--- src/rtl/mu0_mc.sv ---
// mu0_mc: multicycle MU0 accumulator core.
// Runs FETCH -> DECODE -> (MEM) against a single-port memory over a
// req/ack handshake, so memories with wait states are supported. The ISA is
// the MU0 accumulator set, extended with AND/OR/XOR and load-immediate.
//
// Ports:
//   clk, reset      clock; synchronous active-high reset
//   mem_req         transfer request, held until mem_ack
//   mem_we          1 = write (STO), 0 = read
//   mem_addr        transfer address (pc in FETCH, ir address field in MEM)
//   mem_wdata       write data (acc) for STO
//   mem_rdata       read data, sampled on the accepting edge
//   mem_ack         accepts the transfer on an edge where mem_req=1
//   pc, ir, acc     architectural state
//   halted          set once STP has been decoded; cleared only by reset
module mu0_mc #(
   parameter  int unsigned DATA_W = 16,
   localparam int unsigned ADDR_W = DATA_W - 4
) (
   input  logic              clk,
   input  logic              reset,
   output logic              mem_req,
   output logic              mem_we,
   output logic [ADDR_W-1:0] mem_addr,
   output logic [DATA_W-1:0] mem_wdata,
   input  logic [DATA_W-1:0] mem_rdata,
   input  logic              mem_ack,
   output logic [ADDR_W-1:0] pc,
   output logic [DATA_W-1:0] ir,
   output logic [DATA_W-1:0] acc,
   output logic              halted
);

   typedef enum logic [1:0] {
      ST_FETCH,
      ST_DECODE,
      ST_MEM,
      ST_HALT
   } state_e;

   typedef enum logic [3:0] {
      OP_LDA = 4'h0,
      OP_STO = 4'h1,
      OP_ADD = 4'h2,
      OP_SUB = 4'h3,
      OP_JMP = 4'h4,
      OP_JGE = 4'h5,
      OP_JNE = 4'h6,
      OP_STP = 4'h7,
      OP_AND = 4'h8,
      OP_OR  = 4'h9,
      OP_XOR = 4'hA,
      OP_LDI = 4'hB
   } op_e;

   state_e            r_state;
   logic [ADDR_W-1:0] r_pc;
   logic [DATA_W-1:0] r_ir;
   logic [DATA_W-1:0] r_acc;
   logic              r_halted;

   logic [3:0]        w_op;
   logic [ADDR_W-1:0] w_addr;
   logic              w_sto;
   logic              w_busy;
   logic              w_accept;
   logic [DATA_W-1:0] w_alu;

   assign w_op   = r_ir[DATA_W-1 -: 4];
   assign w_addr = r_ir[ADDR_W-1:0];
   assign w_sto  = (w_op == OP_STO);

   // The request is decoded from the state and masked by reset: a transfer
   // in flight is dropped on the reset edge itself (a coincident ack is
   // never seen by the memory), and FETCH requests in the very first cycle
   // after reset is released.
   assign w_busy   = ((r_state == ST_FETCH) || (r_state == ST_MEM)) && !reset;
   assign w_accept = w_busy && mem_ack;

   always_comb begin
      mem_req   = w_busy;
      mem_we    = 1'b0;
      mem_addr  = '0;
      mem_wdata = '0;
      if (w_busy) begin
         if (r_state == ST_FETCH) begin
            mem_addr = r_pc;
         end else begin
            mem_addr = w_addr;
            mem_we   = w_sto;
            if (w_sto) begin
               mem_wdata = r_acc;
            end
         end
      end
   end

   always_comb begin
      w_alu = mem_rdata;
      case (w_op)
         OP_ADD:  w_alu = r_acc + mem_rdata;
         OP_SUB:  w_alu = r_acc - mem_rdata;
         OP_AND:  w_alu = r_acc & mem_rdata;
         OP_OR:   w_alu = r_acc | mem_rdata;
         OP_XOR:  w_alu = r_acc ^ mem_rdata;
         default: w_alu = mem_rdata;
      endcase
   end

   always_ff @(posedge clk) begin
      if (reset) begin
         r_state  <= ST_FETCH;
         r_pc     <= '0;
         r_ir     <= '0;
         r_acc    <= '0;
         r_halted <= 1'b0;
      end else begin
         case (r_state)
            ST_FETCH: begin
               if (w_accept) begin
                  r_ir    <= mem_rdata;
                  r_pc    <= r_pc + ADDR_W'(1);
                  r_state <= ST_DECODE;
               end
            end
            ST_DECODE: begin
               r_state <= ST_FETCH;
               case (w_op)
                  OP_LDA, OP_STO, OP_ADD, OP_SUB,
                  OP_AND, OP_OR, OP_XOR: r_state <= ST_MEM;
                  OP_JMP: r_pc <= w_addr;
                  OP_JGE: if (!r_acc[DATA_W-1]) r_pc <= w_addr;
                  OP_JNE: if (r_acc != '0) r_pc <= w_addr;
                  OP_STP: begin
                     // pc already advanced past the STP; step back onto it
                     r_halted <= 1'b1;
                     r_pc     <= r_pc - ADDR_W'(1);
                     r_state  <= ST_HALT;
                  end
                  OP_LDI: r_acc <= DATA_W'(w_addr);
                  default: ;
               endcase
            end
            ST_MEM: begin
               if (w_accept) begin
                  if (!w_sto) begin
                     r_acc <= w_alu;
                  end
                  r_state <= ST_FETCH;
               end
            end
            default: ;
         endcase
      end
   end

   assign pc     = r_pc;
   assign ir     = r_ir;
   assign acc    = r_acc;
   assign halted = r_halted;

endmodule

--- config.mk ---
export PLATFORM = sky130hd
export DESIGN_NAME = mu0_mc
export DESIGN_NICKNAME = d
export VERILOG_FILES = /design/src/rtl/mu0_mc.sv
export SDC_FILE = /design/constraint.sdc
export NUM_CORES = 1
export LEC_CHECK = 0
export ABC_AREA = 1
export CAP_MARGIN = 0
export CORE_MARGIN = 2
export CORE_UTILIZATION = 30
export CTS_CLUSTER_DIAMETER = 30
export DETAILED_ROUTE_END_ITERATION = 10
export HOLD_SLACK_MARGIN = 0.02
export MAX_ROUTING_LAYER = met4
export SYNTH_ARGS = -nofsm -noshare
export SYNTH_HDL_FRONTEND = slang
export SYNTH_SLANG_ARGS = --single-unit
--- constraint.sdc ---
create_clock -name clk -period 3.25 [get_ports clk]
set_input_delay 0.65 -clock clk [delete_from_list [all_inputs] [get_ports clk]]
set_output_delay 0.65 -clock clk [all_outputs]
set_load 0.03 [all_outputs]
## Word-level counts from Yosys, hierarchy flattened

Cells that the tools add are included.

| cells by class | value |
|---|---|
| reduce and logical (&&, ||, !) cells | 16 |
| add/sub/neg operators | 4 |
| mux-type cells | 21 |
| bitwise operators | 3 |
| equality and inequality tests | 20 |

Operators by type and width:

| operator | count |
|---|---|
| $mux W16 | 6 |
| $pmux W16 S5 | 1 |
| $mux W12 | 5 |
| $pmux W12 S4 | 1 |
| $pmux W16 S2 | 1 |
| $pmux W12 S2 | 1 |
| $add A16 B16 Y16 | 1 |
| $and A16 B16 Y16 | 1 |
| $eq A4 B3 Y1 const B | 4 |
| $eq A4 B4 Y1 const B | 4 |
| $or A16 B16 Y16 | 1 |
| $reduce_bool A16 Y1 | 1 |
| $sub A16 B16 Y16 | 1 |
| $xor A16 B16 Y16 | 1 |
| $add A12 B1 Y12 const B | 1 |
| $sub A12 B1 Y12 const B | 1 |
| $eq A4 B2 Y1 const B | 2 |
| $reduce_or A7 Y1 | 1 |
| $ne A2 B2 Y1 const B | 3 |
| $ne A3 B3 Y1 const B | 2 |
| $pmux W2 S3 | 1 |
| $ne A5 B2 Y1 const B | 1 |
| $reduce_and A5 Y1 | 1 |
| $eq A4 B1 Y1 const B | 1 |
| 16 further kinds | 21 |

| word-level totals | value |
|---|---|
| output and inout bits | 75 |
| bits in registers | 47 |
| input bits | 19 |

## Depth between registers and ports, before layout

Gate-level depths: netlist of run 1.

| depth | value |
|---|---|
| word-level depth | 6 |
| gate-level depth with buffers | 23 |
| depth with buffers taken out | 23 |

## Worst setup path before layout of run 1

Ideal clock, no wire load.

| path | value |
|---|---|
| kind | input port to output port |
| from | input reset |
| to | output mem_wdata[10] |
| arrival | 2.562 ns |
| data required time | 2.600 ns |
| cell stages on the path | 7 |
| slack | 0.038 ns |
| cells stage by stage | buf_2 -> clkinv_4 -> o21ai_2 -> nor3_1 -> inv_1 -> buf_2 -> nor2_1 |

| between the ends | value |
|---|---|
| word-level cells in the longest chain between the ends | 3 |

Ends and longest elaborated chain:

| what | RTL line | text |
|---|---|---|
| start, declared | 21 | `input logic reset,` |
| $logic_not A1 Y1 | 77 | `assign w_busy = ((r_state == ST_FETCH) \|\| (r_state == ST_MEM)) && !reset;` |
| $logic_and A1 B1 Y1 | 77 |  |
| $mux W16 | 85 | `if (w_busy) begin` |
| end, declared | 25 | `output logic [DATA_W-1:0] mem_wdata,` |

Every way passes these cells.

## Final worst setup path of run 1

| path | value |
|---|---|
| from | input mem_rdata[3] |
| to | register r_acc[15] (netlist: acc[15]) |

| between the ends | value |
|---|---|
| word-level cells in the longest chain between the ends | 5 |

Ends and longest elaborated chain:

| what | RTL line | text |
|---|---|---|
| start, declared | 26 | `input logic [DATA_W-1:0] mem_rdata,` |
| $sub A16 B16 Y16 or $add A16 B16 Y16 (tied branches) | 102, 101 |  |
| $pmux W16 S5 (*) | 100 | `case (w_op)` |
| $mux W16 (*) | 146 | `if (!w_sto) begin` |
| $mux W16 (*) | 145 | `if (w_accept) begin` |
| $pmux W16 S2 (*) | 118 | `case (r_state)` |
| end signal, assigned | 140 | `OP_LDI: r_acc <= DATA_W'(w_addr);` |
| end signal, assigned | 147 | `r_acc <= w_alu;` |
| end, declared | 59 | `logic [DATA_W-1:0] r_acc;` |

Every way passes the cells marked *; elsewhere a longest branch is shown, timed or not. The select of a mux whose other input is x is not followed.
A chain may end at the register's enable or synchronous reset.

==> flow_summary.ini, run 1 <==
[run_status]
outcome = finished, final reports clean

[place]
dp_cells = 1172
gp_congestion = 0.977
hpwl_um = 13800
io_buffers = 93

[logic_synthesis]
synth_compound_area_share_pct = 23.3
synth_mux_area_share_pct = 0
synth_fa_ha_area_share_pct = 13.7
synthesis.instances = 825
synth-seq-cells = 47
yosysSeqAreaShare_pct = 18.8
ys_types = 42
synth_xor_area_share_pct = 3.68
syn-num-nets = 898
async_flop_share_pct = 0
synth.area.top_cells = dfxtp_1 19%, nand2_1 14%, ha_1 13%
synth_common_cells = 186 x nand2_1, 125 x inv_1, 88 x o21ai_0, 84 x a21oi_1, 79 x nor2_1
yosysMostFrequentCell = nand2_1
synthesis.area_um2 = 5000
yosysTopAreaCell = dfxtp_1
synth_area_per_cell_um2 = 6.06
synth_top_area_share_pct = 18.8
ys_warn_count = 0
synth_edf_count = 0
synth_top_family_by_area = simple AND/OR/NAND/NOR gates
synth_flop_cell = dfxtp_1
yosys.area_share.simple_pct = 27.3

[hold_path]
min_from = halted$_SDFFE_PP0P_
hold_depth = 1
hp-class = register to register

[floorplanning]
die_h_um = 133
core_area_um2 = 16500
pin_count = 94
floorplan.initialDensity_pct = 30.4
dieArea_um2 = 17700
die_w_um = 133
rows = 47

[global_route]
gr-total-overflow = 0
antenna_found_initial = 0
grt_max_degree = 33
track_usage_pct = 20.4
grt_pass1_wl_um = 28300
grt_pass1_vias = 5338

[setup_path]
crit_path_end_kind = register
rr_worst_depth = 18
critPathLaunch = mem_rdata[3]
cp-start-kind = input port
cp_max_fo = 3
crit_required_ps = 3430
crit_type = input port to register
rr_startpoint = ir[15]$_SDFFE_PP0P_
cp.arrival_ps = 3350

[finish]
diodes = 0
fin_cells = 1183
area_growth_syn_to_layout_pct = 37.0
nFillCells = 1775
drive_above_1_share_pct = 15.1
nNetsFinal = 1035

[timing]
hold_violations = 0
setup_viol = 0
setup_tns_ps = 0
fin_skew_ps = 6.77
fin_hold_ws_ps = 465
period_needed_ps = 3160
slew_headroom_pct = 49.3
worst_slew_pin_slew_ps = 758
period_share_pct = 97.3
fmax_mhz = 316
maxSlewViolCount = 0

[detailed_routing]
via_per_inst = 4.86
ant_nets = 0
drc = 0
firstDrtPassIters = 5
vias = 5750
routedWlPerCell_um = 15.0
drt-total-wl_um = 17700
drt-initial-drc-count = 372

[pwr]
p_leak_nw = 3.14
ir_drop_mv = 0.179
comb_power_share_pct = 41.9
switching_share_pct = 39.6
seq_power_share_pct = 32.7
p_switching_mw = 0.808
intPower_mw = 1.23
powerDensity_nw_per_um2 = 298
clockPowerShare_pct = 25.4

[job]
maxCapViolCount = 0

[cts]
cts-root-buf = clkbuf_16
cts_htree_levels = 2
cts_hold_buffers = 0
clock_sinks = 47
cts.path.max_buffers = 2
path_clk_slew_ps = 70
tritoncts = built
insertion_delay_ps = 300
cts_buffers = 5
[final cells by class]
| cell class | count | area, um^2 | area share (%) |
|---|---|---|---|
| clock buffer | 6 | 129 | 1.88 |
| clock inverter | 2 | 12.5 | 0.183 |
| inverter | 132 | 500 | 7.30 |
| multi-input combinational | 615 | 3570 | 52.1 |
| sequential | 47 | 941 | 13.7 |
| tap | 220 | 275 | 4.02 |
| timing repair buffer | 161 | 1420 | 20.7 |
[metal layers]
metal  routed length [um]  vias to the layer above  GRT usage [%]  share of wire [%]
met5                    0                        -              -                  0
met4                  272                        0           5.26                1.5
met3                  954                       20           2.36                5.4
met2                 7910                      184           31.7                 45
met1                 8550                     2589           28.2                 48
li1                     -                     2957              -                  -
[cells in the final DEF (no fill, tap or decap), drive strengths merged, types with 5 or more instances in the layout]
master	synthesis	layout
o21ai	91	91
nor2	81	81
clkbuf	16	6
nand2	188	188
clkdlybuf4s50	0	72
nand3	33	33
ha	53	53
dfxtp	47	47
o22ai	5	5
nor4	5	5
xor2	20	20
inv	129	129
nand4	8	8
buf	15	85
nor3	10	10
a21oi	90	90
[timing repair]
action	4_1_cts	5_1_grt
setup buffers	0	3
pin swaps	0	14
endpoints found under the setup margin	2	11
resized for setup	3	46
[registers in the layout, summed over array words and instances, names as in the netlist]
| name | cells |
|---|---|
| acc | 16 |
| halted | 1 |
| ir | 16 |
| pc | 12 |
| r_state | 2 |
[metrics by stage]
step | area [um^2] | setup WS [ps] | power (mW) | util, %
3_3_place_gp | 6510 | -260 | 1.50 | 39.5
3_5_place_dp | 6510 | -342 | 1.51 | 39.5
4_1_cts | 6660 | 28.1 | 2.02 | 40.4
6_report | 6850 | 87.2 | 2.04 | 41.6
2_1_floorplan | 5000 | 37.6 | 1.18 | -
5_1_grt | 6850 | -6.32 | 2.17 | 41.6
[critical path, stage by stage]
cell,delay [ps]
clkdlybuf4s50_1,450
inv_1,150
nand3_4,100
nor2_4,130
nand4_1,210
o41ai_2,370
xor2_1,190
ha_1,290
a21o_1,190
nor2_1,100
nand2_1,60
inv_1,50
nand2_1,60
inv_1,50
nand2_1,50
nand3_1,60
nand2_1,60
nand2_1,80
a21oi_2,50
[power by group through the flow]
stage / sequential, mW / clock, mW / combinational [mW]
after global placement: 0.680 / 0 / 0.822
after CTS: 0.666 / 0.525 / 0.830
after global routing: 0.674 / 0.550 / 0.946
final: 0.668 / 0.519 / 0.855
after floorplan: 0.731 / 0 / 0.445
after detailed placement: 0.679 / 0 / 0.826
[path summary, 6_finish.rpt]
path / end / slack, ps
max: acc[15]$_SDFFE_PP0P_ / 90
min reg2reg: halted$_SDFFE_PP0P_ / 460
max reg2reg: acc[11]$_SDFFE_PP0P_ / 590
min: halted$_SDFFE_PP0P_ / 460
[kinds of logic (layout without fill, tap and decap cells)]
group,after synthesis,in the layout
AO/OA/AOI/OAI,211,211
XOR/XNOR,21,21
adder cells (fa/ha/maj),54,54
buffers and inverters,163,301
flip-flops,47,47
AND/OR/NAND/NOR,329,329
No activity file was read; power rests on OpenSTA's default activity.
==> inputs of run 2 (changes only) <==
- CORE_ASPECT_RATIO: default -> 1.75
- clock period: 3.25 -> 3.8 ns (I/O delays scaled with it)
==> flow_summary.ini, run 2 (synthesis results as in run 1) <==
[cts]
cts.path.max_buffers = 2
cts_htree_levels = 2
cts_buffers = 5
cts-root-buf = clkbuf_16
post_cts_buffers = 0
cts_hold_buffers = 0
clock_sinks = 47
path_clk_slew_ps = 70
insertion_delay_ps = 310
post_cts_resized = 0
tritoncts = built

[setup_path]
rr_startpoint = ir[13]$_SDFFE_PP0P_
max_stage_delay_ps = 470
cpMostUsedCell = nand2_1
crit_path_end_kind = register
cp.arrival_ps = 3780
r2r-end = acc[10]$_SDFFE_PP0P_
crit_required_ps = 4040
cp-start-kind = input port
rr_worst_depth = 18
critical_path.cell_chain = clkdlybuf4s50_1 -> inv_1 -> ha_1 -> nand3_1 -> nor2_1 -> nand4_1 -> o41ai_1 -> xor2_1 -> ha_1 -> nand2_1 -> a21oi_1 -> nor2_1 -> nand2_1 -> inv_1 -> nand2_1 -> inv_1 -> nand2_1 -> nand3_1 -> nand2_1 -> nand2_1 -> a21oi_1
cp_max_fo = 4
critical_path.slowest_cell = clkdlybuf4s50_1
r2r_slack_ps = 720
crit_type = input port to register

[global_route]
gr-total-overflow = 0
antenna_found_initial = 0
grt_pass1_wl_um = 29000
track_usage_pct = 21.6
grt_pass1_vias = 5517
grt_max_degree = 33

[run_status]
outcome = finished, final reports clean

[pwr]
ir_drop_mv = 0.161
powerDensity_nw_per_um2 = 281
p_switching_mw = 0.702
seq_power_share_pct = 32.1
comb_power_share_pct = 37.2
intPower_mw = 1.09
clockPowerShare_pct = 30.7
p_leak_nw = 2.90
switching_share_pct = 39.2

[place]
hpwl_um = 14500
dp_cells = 1134
gp_congestion = 0.970
io_buffers = 93
place_area_um2 = 6200

[floorplanning]
die_h_um = 175
floorplan.initialDensity_pct = 30.6
die_w_um = 102
dieArea_um2 = 17800
core_area_um2 = 16400
rows = 62
pin_count = 94

[timing]
fmax_mhz = 283
period_needed_ps = 3540
setup_viol = 0
maxSlewViolCount = 0
period_share_pct = 93.1
rsz0062_at_grt = yes
slew_headroom_pct = 41.6
hold_violations = 0
setup_tns_ps = 0
worst_slew_pin_slew_ps = 874
fin_skew_ps = 12.6
fin_hold_ws_ps = 471

[detailed_routing]
ant_nets = 0
vias = 5702
firstDrtPassIters = 5
routedWlPerCell_um = 16.2
drc = 0
drt-initial-drc-count = 360
drt-total-wl_um = 18500
via_per_inst = 4.99

[hold_path]
hp-class = register to register
worstHoldEndpoint = halted$_SDFFE_PP0P_
min_from = halted$_SDFFE_PP0P_
hold_depth = 1

[finish]
area_growth_syn_to_layout_pct = 27.5
nFillCells = 1816
post-route-util_pct = 39.0
fin_cells = 1142
diodes = 0
nNetsFinal = 990
mostFrequentLayoutCell = nand2_1
finalInstanceArea_um2 = 6380
drive_above_1_share_pct = 7.63
final_cell_mix = 186 x nand2_1, 125 x inv_1, 86 x o21ai_0

[job]
maxCapViolCount = 0
[run 2: cell types whose count changed in the layout (fill, tap and decap cells not counted), sizes merged]
| cell | change |
|---|---|
| buf | -45 |
| clkdlybuf4s50 | +4 |
| dlymetal6s2s | -4 |
| bufinv | +1 |
| clkinvlp | -1 |
[run 2: stage by stage]
| step | worst slack, ps | power, mW |
|---|---|---|
| finish | 262 | 1.79 |
| global route | -19.5 | 1.88 |
| CTS | 216 | 1.79 |
| detailed placement | -85.0 | 1.25 |
| global placement | -36.6 | 1.24 |
| floorplan | 368 | 1.01 |
[run 2: metal layers]
metal	global-route usage (%)	vias to the layer above	wire (um)
met1	23.6	2599	7170
met5	-	-	0
met3	2.24	48	808
met4	10.7	0	949
met2	37.9	183	9580
li1	-	2872	-
[run 2: worst max path at each step]
stage                      start                   end  slack [ps]  cells after the start
floorplan                  reset         mem_wdata[10]         370                      7
global placement    mem_rdata[1]  acc[15]$_SDFFE_PP0P_         -40                     21
detailed placement  mem_rdata[1]  acc[15]$_SDFFE_PP0P_         -90                     19
CTS                 mem_rdata[1]  acc[15]$_SDFFE_PP0P_         220                     19
global route        mem_rdata[1]  acc[15]$_SDFFE_PP0P_         -20                     21
finish              mem_rdata[1]  acc[15]$_SDFFE_PP0P_         260                     21
[run 2: power groups by stage]
stage	registers (mW)	clock network (mW)	logic, mW
global route	0.579	0.568	0.735
floorplan	0.625	0	0.380
CTS	0.574	0.552	0.662
global placement	0.585	0	0.655
finish	0.574	0.550	0.666
detailed placement	0.585	0	0.661
[run 2: cell type report]
type,instances,area (um^2),share of cell area [%]
Clock inverter,2,35.0,0.549
Inverter,132,500,7.85
Clock buffer,6,139,2.18
Timing Repair Buffer,116,1070,16.8
Multi-Input combinational cell,615,3410,53.5
Sequential cell,47,941,14.8
Tap cell,224,280,4.39
[run 2: worst max-delay path, delay by kind of cell]
| family | cells | cell delay [ps] |
|---|---|---|
| AOI/OAI and AO/OA | 3 | 610 |
| xor gates and xnor gates | 1 | 140 |
| adders and majority gates | 2 | 530 |
| buffers and inverters | 4 | 690 |
| and+or+nand+nor | 11 | 1040 |
